### src/rtl/pulse_gen_pkg.sv
// Shared types and constants for the pulse word generator.
// Optional abort input is enabled by defining PULSE_GEN_ABORT_EN.
package pulse_gen_pkg;

  localparam int unsigned PKG_W_LEN = 16;
  localparam int unsigned PKG_W_CNT = 16;
  localparam int unsigned LEN_MIN   = 1;

  typedef logic [PKG_W_LEN-1:0] len_t;
  typedef logic [PKG_W_CNT-1:0] cnt_t;

  typedef enum logic {
    IDLE = 1'b0,
    RUN  = 1'b1
  } state_t;

endpackage

### src/rtl/pulse_word_slicer.sv
// Combinational slicer: advances the pulse-train state by N_OUT samples, MSB first,
// producing one output word and the state for the following word.
module pulse_word_slicer #(
  parameter int unsigned N_OUT = 4,
  parameter int unsigned W_LEN = 16,
  parameter int unsigned W_CNT = 16
) (
  input  logic             level,
  input  logic [W_LEN-1:0] remaining,
  input  logic [W_CNT-1:0] pulses_left,
  input  logic [W_LEN-1:0] high_len,
  input  logic [W_LEN-1:0] low_len,
  output logic [N_OUT-1:0] word,
  output logic             level_nxt,
  output logic [W_LEN-1:0] remaining_nxt,
  output logic [W_CNT-1:0] pulses_left_nxt,
  output logic             stop
);

  always_comb begin
    logic             lvl;
    logic [W_LEN-1:0] rem;
    logic [W_CNT-1:0] pl;
    logic             stp;
    lvl  = level;
    rem  = remaining;
    pl   = pulses_left;
    stp  = 1'b0;
    word = '0;
    for (int i = N_OUT - 1; i >= 0; i--) begin
      // A train with nothing left stops at once; later bits stay low.
      if (!stp && (pl == '0)) stp = 1'b1;
      if (!stp) begin
        // Zero-length low phase only arises from offset 0: go straight to high.
        if (!lvl && (rem == '0)) begin
          lvl = 1'b1;
          rem = high_len;
        end
        word[i] = lvl;
        rem = (rem != '0) ? rem - W_LEN'(1) : '0;
        if (rem == '0) begin
          if (lvl) begin
            pl = (pl != '0) ? pl - W_CNT'(1) : '0;
            if (pl == '0) begin
              stp = 1'b1;
            end else begin
              lvl = 1'b0;
              rem = low_len;
            end
          end else begin
            lvl = 1'b1;
            rem = high_len;
          end
        end
      end
    end
    level_nxt       = lvl;
    remaining_nxt   = rem;
    pulses_left_nxt = pl;
    stop            = stp;
  end

endmodule

### src/rtl/pulse_word_generator.sv
// Programmed rectangular pulse-train generator emitting N_OUT-sample words for a serializer.
// Defining PULSE_GEN_ABORT_EN adds an abort input that ends a running train early.
module pulse_word_generator
  import pulse_gen_pkg::*;
#(
  parameter int unsigned N_OUT = 4,
  parameter int unsigned W_LEN = 16,
  parameter int unsigned W_CNT = 16,
  localparam int unsigned W_OFF = (N_OUT > 1) ? $clog2(N_OUT) : 1
) (
  input  logic             clk,
  input  logic             reset_n,
  input  logic             cmd_valid,
  output logic             cmd_ready,
  input  logic [W_LEN-1:0] cmd_high_len,
  input  logic [W_LEN-1:0] cmd_low_len,
  input  logic [W_CNT-1:0] cmd_count,
  input  logic [W_OFF-1:0] cmd_offset,
`ifdef PULSE_GEN_ABORT_EN
  input  logic             abort,
`endif
  output logic [N_OUT-1:0] dout,
  output logic             busy,
  output logic             done
);

  state_t           state_q, state_d;
  logic             level_q, level_d;
  logic [W_LEN-1:0] rem_q, rem_d;
  logic [W_CNT-1:0] pl_q, pl_d;
  logic [W_LEN-1:0] high_q, high_d;
  logic [W_LEN-1:0] low_q, low_d;
  logic [N_OUT-1:0] dout_d;
  logic             busy_d, done_d, ready_d;

  logic             accept;
  logic             abort_run;
  logic [N_OUT-1:0] slc_word;
  logic             slc_level, slc_stop;
  logic [W_LEN-1:0] slc_rem;
  logic [W_CNT-1:0] slc_pl;

  assign accept = (state_q == IDLE) && cmd_valid && cmd_ready;

`ifdef PULSE_GEN_ABORT_EN
  assign abort_run = (state_q == RUN) && abort;
`else
  assign abort_run = 1'b0;
`endif

  pulse_word_slicer #(
    .N_OUT (N_OUT),
    .W_LEN (W_LEN),
    .W_CNT (W_CNT)
  ) u_slicer (
    .level           (level_q),
    .remaining       (rem_q),
    .pulses_left     (pl_q),
    .high_len        (high_q),
    .low_len         (low_q),
    .word            (slc_word),
    .level_nxt       (slc_level),
    .remaining_nxt   (slc_rem),
    .pulses_left_nxt (slc_pl),
    .stop            (slc_stop)
  );

  // State register
  always_ff @(posedge clk or negedge reset_n) begin
    if (!reset_n) state_q <= IDLE;
    else          state_q <= state_d;
  end

  // Next-state logic
  always_comb begin
    state_d = state_q;
    case (state_q)
      IDLE:    if (accept) state_d = RUN;
      RUN:     if (abort_run || slc_stop) state_d = IDLE;
      default: state_d = IDLE;
    endcase
  end

  // Next values of the datapath and registered outputs
  always_comb begin
    level_d = level_q;
    rem_d   = rem_q;
    pl_d    = pl_q;
    high_d  = high_q;
    low_d   = low_q;
    dout_d  = '0;
    busy_d  = 1'b0;
    done_d  = 1'b0;
    ready_d = 1'b0;
    case (state_q)
      IDLE: begin
        ready_d = !accept;
        if (accept) begin
          level_d = 1'b0;
          rem_d   = W_LEN'(cmd_offset);
          pl_d    = cmd_count;
          high_d  = (cmd_high_len == '0) ? W_LEN'(LEN_MIN) : cmd_high_len;
          low_d   = (cmd_low_len == '0) ? W_LEN'(LEN_MIN) : cmd_low_len;
        end
      end
      RUN: begin
        if (abort_run) begin
          done_d = 1'b1;
        end else begin
          dout_d  = slc_word;
          done_d  = slc_stop;
          busy_d  = !slc_stop;
          level_d = slc_level;
          rem_d   = slc_rem;
          pl_d    = slc_pl;
        end
      end
      default: ;
    endcase
  end

  // Datapath and output registers
  always_ff @(posedge clk or negedge reset_n) begin
    if (!reset_n) begin
      level_q   <= 1'b0;
      rem_q     <= '0;
      pl_q      <= '0;
      high_q    <= '0;
      low_q     <= '0;
      dout      <= '0;
      busy      <= 1'b0;
      done      <= 1'b0;
      cmd_ready <= 1'b0;
    end else begin
      level_q   <= level_d;
      rem_q     <= rem_d;
      pl_q      <= pl_d;
      high_q    <= high_d;
      low_q     <= low_d;
      dout      <= dout_d;
      busy      <= busy_d;
      done      <= done_d;
      cmd_ready <= ready_d;
    end
  end

endmodule

### config.mk
export PLATFORM = sky130hd
export DESIGN_NAME = pulse_word_generator
export DESIGN_NICKNAME = d
export VERILOG_FILES = /design/src/rtl/pulse_gen_pkg.sv /design/src/rtl/pulse_word_slicer.sv /design/src/rtl/pulse_word_generator.sv
export SDC_FILE = /design/constraint.sdc
export NUM_CORES = 1
export LEC_CHECK = 0
export BUFFER_PORTS_ARGS = -buffer_cell sky130_fd_sc_hd__buf_2
export CELL_PAD_IN_SITES_DETAIL_PLACEMENT = 0
export CELL_PAD_IN_SITES_GLOBAL_PLACEMENT = 1
export CORE_MARGIN = 1
export CORE_UTILIZATION = 40
export DETAILED_ROUTE_END_ITERATION = 6
export HOLD_SLACK_MARGIN = 0.03
export PLACE_DENSITY = 0.8
export SLEW_MARGIN = 5
export SYNTH_ARGS = -nofsm -noshare
export SYNTH_HDL_FRONTEND = slang
export SYNTH_SLANG_ARGS = --single-unit
### constraint.sdc
create_clock -name clk -period 29.8 [get_ports clk]
set_clock_uncertainty 0.15 [all_clocks]
set_input_delay 5.96 -clock clk [delete_from_list [all_inputs] [get_ports clk]]
set_output_delay 5.96 -clock clk [all_outputs]
set_load 0.05 [all_outputs]
==> results of run 1 <==
## placed cells by master (no fill, tap or decap), types with 55 or more instances in the layout
master / synthesis / routed
nand2_1: 234 / 234
nor3_1: 69 / 69
o21ai_0: 104 / 104
a21oi_1: 158 / 158
nor2_1: 192 / 192
a31oi_1: 56 / 56
dfrtp_1: 73 / 73
xnor2_1: 55 / 55
nand3_1: 91 / 91
buf_2: 28 / 58
## path summary, 6_finish.rpt
check	cells after the start	endpoint
max	50	level_q
min	1	rem_q[3]
max reg2reg	50	level_q
min reg2reg	1	rem_q[3]
max in group asynchronous	2	pl_q[8]
min in group asynchronous	1	dout[0]
## worst max-delay path: cells and delay by family, from the launching register on
kind	cells	cell delay (ns)
AOI/OAI and AO/OA	23	7.75
and+or+nand+nor	20	7.27
DFF	1	0.48
adders and majority gates	4	1.17
buffers and inverters	2	0.39
muxes	1	0.39
## Yosys cell counts (all sizes together) (27+ instances only)
cell type  instances
a211oi            34
a21o              31
a21oi            161
a31o              27
a31oi             58
and2              29
and3              29
buf               43
clkbuf            98
dfrtp             73
inv               29
mux2              40
mux2i             29
nand2            238
nand3             92
nand4             33
nor2             199
nor3              77
nor4              41
o211ai            31
o21ai            124
o31ai             37
or3               40
xnor2             55
## state kept, by name, summed over array words and instances (netlist names)
| signal | cells |
|---|---|
| high_q | 16 |
| rem_q | 16 |
| done | 1 |
| pl_q | 16 |
| busy | 1 |
| cmd_ready | 1 |
| dout | 4 |
| low_q | 16 |
| state_q | 1 |
| level_q | 1 |
## layout make-up
class	instances	area (sq um)	area share [%]
tap	455	569	3.76
clock inverter	5	32.5	0.215
sequential	73	1830	12.1
inverter	30	113	0.743
multi-input combinational	1805	11700	77.3
timing repair buffer	108	666	4.39
antenna	1	2.50	0.0165
clock buffer	10	239	1.58
## per-layer routing
metal  part of all wire, %  global-route usage [%]  vias to the layer above  routed length (um)
met3                    13                    10.0                      289               10400
met1                    43                    65.1                     8977               35300
li1                      -                       -                     7874                   -
met2                    39                    59.6                     1518               31900
met5                 0.056                       0                        -                  46
met4                   5.7                    22.4                        2                4690
## power breakdown
group | leakage [nW] | switching, mW | total, mW | internal [mW]
Clock | 0.126 | 0.0507 | 0.109 | 0.0579
Combinational | 4.50 | 1.07 | 1.56 | 0.487
Sequential | 0.867 | 0.130 | 0.271 | 0.141
Total | 5.49 | 1.25 | 1.94 | 0.686
## kinds of logic after synthesis
family / Yosys count / share of synthesized area [%]
AND/OR/NAND/NOR: 903 / 33.4
AO/OA/AOI/OAI: 744 / 37.5
buffers and inverters: 171 / 5.15
XOR/XNOR: 76 / 4.72
flip-flops: 73 / 12.8
multiplexers: 69 / 5.20
adder cells (fa/ha/maj): 13 / 1.14
==> reports/qor.txt, run 1 <==
Iter 0 DRT Violations: 3023
H-tree Lvls: 3
Area added between synthesis and finish: 6.34%
Pin count of the biggest net entering global routing: 44
Fin worst setup slack: 12.06 ns
# fillers: 3709
CP startpoint kind: flip-flop
Crit path largest cell delay: 0.84 ns
CTS tree: built
Share of layout cells above drive strength 1: 13.9%
Endpoints failing hold: 0
Routed Wire Length: 82400 um
Crit path capture type: flip-flop
CTS Buf Count: 9
Finished layout cell area: 15200 sq um
DIE AREA: 36400 sq um
Skew-Pair Late Insertion Delay: 0.38 ns
WHS: 0.526 ns
Max IR drop VDD: 135 uV
Wire per inst: 33.1 um
Vias per cell: 7.50
CTS Root Buffer Type: clkbuf_16
Post-route ant nets: 0
Slew headroom: 9.40%
Initial antenna violation count: 1
Hold_buf cts: 0
Pwr Total: 1.94 mW
PostCTS Resize Cnt: 0
Distinct cell type count after synthesis: 126
Post-synth top area share: 12.8%
Final Wtd Congestion: 1.05
Final core utilization: 43.6%
TritonRoute pass-1 iters: 7
Period minus WS final: 17.74 ns
YS warnings: 0
Crit path required time: 29.94 ns
Syn Inst Count: 2049
WP data arrival: 17.87 ns
Die height: 191 um
Lkg Pwr: 5.49 nW
Final net count: 2093
Area leader, netlist: dfrtp_1
Post-Synthesis Cell Area: 14300 sq um
CP startpoint: rem_q[1]
Failing checks: DRC
RSZ-0062 raised after global routing: no
Postcts setup bufs: 0
Post-synthesis sequential area ratio: 12.8%
TritonCTS Sinks: 73
First-pass GRT wire length: 118000 um
Mean Syn Cell Area: 6.96 sq um
Status: complete, but fails checks
Starting Density: 41.0%
Synthesized net count: 2115
Number of global-route vias before repair: 16743
R2R setup slack: 12.06 ns
Setup Crit Path Kind: reg -> reg
Max Slew Vio Count: 0
Cells after DPL: 2471
Sum of negative setup slack: 0 ns
Pre-CTS WS: 12.57 ns
Tcrit/Tclk final: 59.5%
GR Util All Layers: 44.5%
Via count: 18660
Fin cells: 2487
Ys flop type: dfrtp_1
Clock transition at path regs: 0.06 ns
Port Buffer Count: 59
Core area: 34800 sq um
Row cnt: 68
Number of flops mapped to enable cells by yosys: 0
Hold path start: rem_q[3]
Maximum clock frequency: 56.4 MHz
R2r startpoint: rem_q[1]
Die W: 191 um
Fraction of registers with async set/reset: 100%
CTS Buffer Depth: 2
Placed cell area: 14900 sq um
CP max stage cell: o31ai_2
DPL Wire Length: 63100 um
Top Ports: 60
Cell Pwr Density: 128 nW/um^2
Yosys reg bits: 73
Drt drc: 2
Final Setup Violations: 0
Hold Crit Class: reg -> reg
Crit-path max FO: 18
Synth area leaders: dfrtp_1 (13%), nand2_1 (6.2%), a21oi_1 (5.5%), nor2_1 (5.1%), o21ai_0 (3.7%)
Max-cap viol count: 0
Worst-margin pin slew: 1.35 ns
Aggregate global routing overflow: 0
Note: power is estimated with default switching activity, not from simulation.
==> run 2, diff against run 1 <==
clock period = 16.7 ns   (was 29.8 ns; I/O delays follow)
==> run 2 against run 1 <==
- the flow still finishes with violations (DRC)
- register-to-register slack got worse by 11 ns
- hold slack got worse by 0.14 ns
- flip-flop and latch count did not move
- die area did not move
- cell area rose by 3.2%
- count of clock-buffer cells in the layout did not move
- critical path type unchanged
- largest power group unchanged
==> reports/qor.txt, run 2 (same netlist as run 1, synthesis figures left out) <==
Clk network pwr share: 6.3% (was 5.6%)
Port Buffer Count: 59 (unchanged)
Final net count: 2146 (was 2093)
Final Setup Violations: 0 (unchanged)
Final Wtd Congestion: 1.09 (was 1.05)
Wire per inst: 32.1 um (was 33.1 um)
Die W: 191 um (unchanged)
Number of global-route vias before repair: 17002 (was 16743)
Pin count of the biggest net entering global routing: 68 (was 44)
Hold Crit Class: reg -> reg (unchanged)
Via count: 18797 (was 18660)
Max-cap viol count: 0 (unchanged)
Drt drc: 3 (was 2)
PostCTS Resize Cnt: 0 (unchanged)
Maximum clock frequency: 62.3 MHz (was 56.4 MHz)
Slew headroom: 18.4% (was 9.40%)
Pwr Total: 3.57 mW (was 1.94 mW)
Sum of negative setup slack: 0 ns (unchanged)
CTS Root Buffer Type: clkbuf_16 (unchanged)
WP data arrival: 16.16 ns (was 17.87 ns)
Failing checks: DRC (unchanged)
Setup Crit Path Kind: reg -> reg (unchanged)
TritonCTS Sinks: 73 (unchanged)
Sw Ratio: 63.4% (was 64.6%)
Area of the multi-input gates: 11700 sq um (about the same)
Finished layout cell area: 15600 sq um (was 15200 sq um)
CTS Buffer Depth: 2 (unchanged)
Vias per cell: 7.39 (was 7.50)
Iter 0 DRT Violations: 3079 (was 3023)
Crit path required time: 16.80 ns (was 29.94 ns)
Row cnt: 68 (unchanged)
Lkg Pwr: 5.78 nW (was 5.49 nW)
Worst Hold Path Cells: 1 (unchanged)
Aggregate global routing overflow: 0 (unchanged)
Hold_buf cts: 0 (unchanged)
Post-route ant nets: 0 (unchanged)
Core area: 34800 sq um (unchanged)
Share of layout cells above drive strength 1: 16.2% (was 13.9%)
Placed cell area: 15300 sq um (was 14900 sq um)
WHS: 0.387 ns (was 0.526 ns)
CTS Buf Count: 9 (unchanged)
Starting Density: 41.0% (unchanged)
Die height: 191 um (unchanged)
CP max stage cell: nor2_1 (was o31ai_2)
DIE AREA: 36400 sq um (unchanged)
CP startpoint kind: flip-flop (unchanged)
Fin worst setup slack: 0.642 ns (was 12.06 ns)
Area added between synthesis and finish: 9.71% (was 6.34%)
CTS tree: built (unchanged)
Initial antenna violation count: 7 (was 1)
Routed Wire Length: 81700 um (was 82400 um)
Pre-CTS WS: 0.948 ns (was 12.57 ns)
Period minus WS final: 16.06 ns (was 17.74 ns)
Most frequent cells in the layout: nand2_1 (234), nor2_1 (192), a21oi_1 (157) (was nand2_1 (234), nor2_1 (192), a21oi_1 (158))
Register area: 1830 sq um (unchanged)
Crit-path max FO: 12 (was 18)
Crit path largest cell delay: 0.65 ns (was 0.84 ns)
Reg2Reg Depth: 49 (was 50)
Commonest non-fill, non-tap cell in the layout: nand2_1 (unchanged)
First-pass GRT wire length: 118000 um (about the same)
Combinational share of power: 79.9% (was 80.4%)
Max IR drop VDD: 119 uV (was 135 uV)
Max Slew Vio Count: 0 (unchanged)
NetSw: 2.26 mW (was 1.25 mW)
Skew-Pair Late Insertion Delay: 0.37 ns (was 0.38 ns)
Endpoints failing hold: 0 (unchanged)
DPL Wire Length: 63400 um (was 63100 um)
Status: complete, but fails checks (unchanged)
Postcts setup bufs: 0 (unchanged)
Seq pwr share: 13.7% (was 14.0%)
Tcrit/Tclk final: 96.2% (was 59.5%)
RSZ-0062 raised after global routing: no (unchanged)
Clock transition at path regs: 0.08 ns (was 0.06 ns)
Top Ports: 60 (unchanged)
Internal power: 1.31 mW (was 686 uW)
Worst-margin pin slew: 1.22 ns (was 1.35 ns)
TritonRoute pass-1 iters: 7 (unchanged)
# fillers: 3647 (was 3709)
GR Util All Layers: 44.2% (was 44.5%)
Crit path capture type: flip-flop (unchanged)
H-tree Lvls: 3 (unchanged)
Cell Pwr Density: 228 nW/um^2 (was 128 nW/um^2)
==> run 2: path summary, 6_finish.rpt <==
check	start	slack, ns	end
max reg2reg	rem_q[8]	0.64	pl_q[7]
min in group asynchronous	reset_n	2.63	low_q[6]
max	rem_q[8]	0.64	pl_q[7]
min reg2reg	high_q[5]	0.39	high_q[5]
min	high_q[5]	0.39	high_q[5]
max in group asynchronous	reset_n	12.58	pl_q[12]
==> run 2: power groups by stage <==
| stage | Sequential, mW | Clock, mW | Combinational (mW) |
|---|---|---|---|
| after global placement | 0.468 | 0 | 2.72 |
| after detailed placement | 0.470 | 0 | 2.69 |
| after CTS | 0.466 | 0.227 | 2.71 |
| after global routing | 0.484 | 0.232 | 2.97 |
| after floorplan | 0.333 | 0 | 1.78 |
| final | 0.490 | 0.226 | 2.85 |
==> run 2: layer usage <==
layer  up-vias  global-route usage [%]  part of all wire, %
met1      8989                    62.1                   41
met4         2                    22.4                  5.6
met3       292                    11.7                   14
met2      1512                    60.8                   39
met5         -                       0                0.016
li1       8002                       -                    -
==> run 2: layout make-up <==
type / count / area share [%]
antenna: 5 / 0.0800
timing repair buffer: 161 / 6.80
tap: 455 / 3.64
inverter: 30 / 0.720
multi-input combinational: 1805 / 75.0
clock inverter: 6 / 0.576
sequential: 73 / 11.7
clock buffer: 10 / 1.53
==> run 2: worst max-delay path, delay by kind of cell (launching register included) <==
family	cells	cell delay (ns)
multiplexers	1	0.40
flip-flops	1	0.53
buffers and inverters	3	0.63
AND/OR/NAND/NOR	20	6.75
adder cells (fa/ha/maj)	4	1.05
AO/OA/AOI/OAI	21	6.37
==> run 2: per-stage QoR <==
step | std cells | utilization [%]
floorplan | 2049 | -
global placement | 2524 | 43.9
detailed placement | 2524 | 43.9
finish | 2545 | 44.9
global route | 2540 | 44.9
CTS | 2540 | 44.9
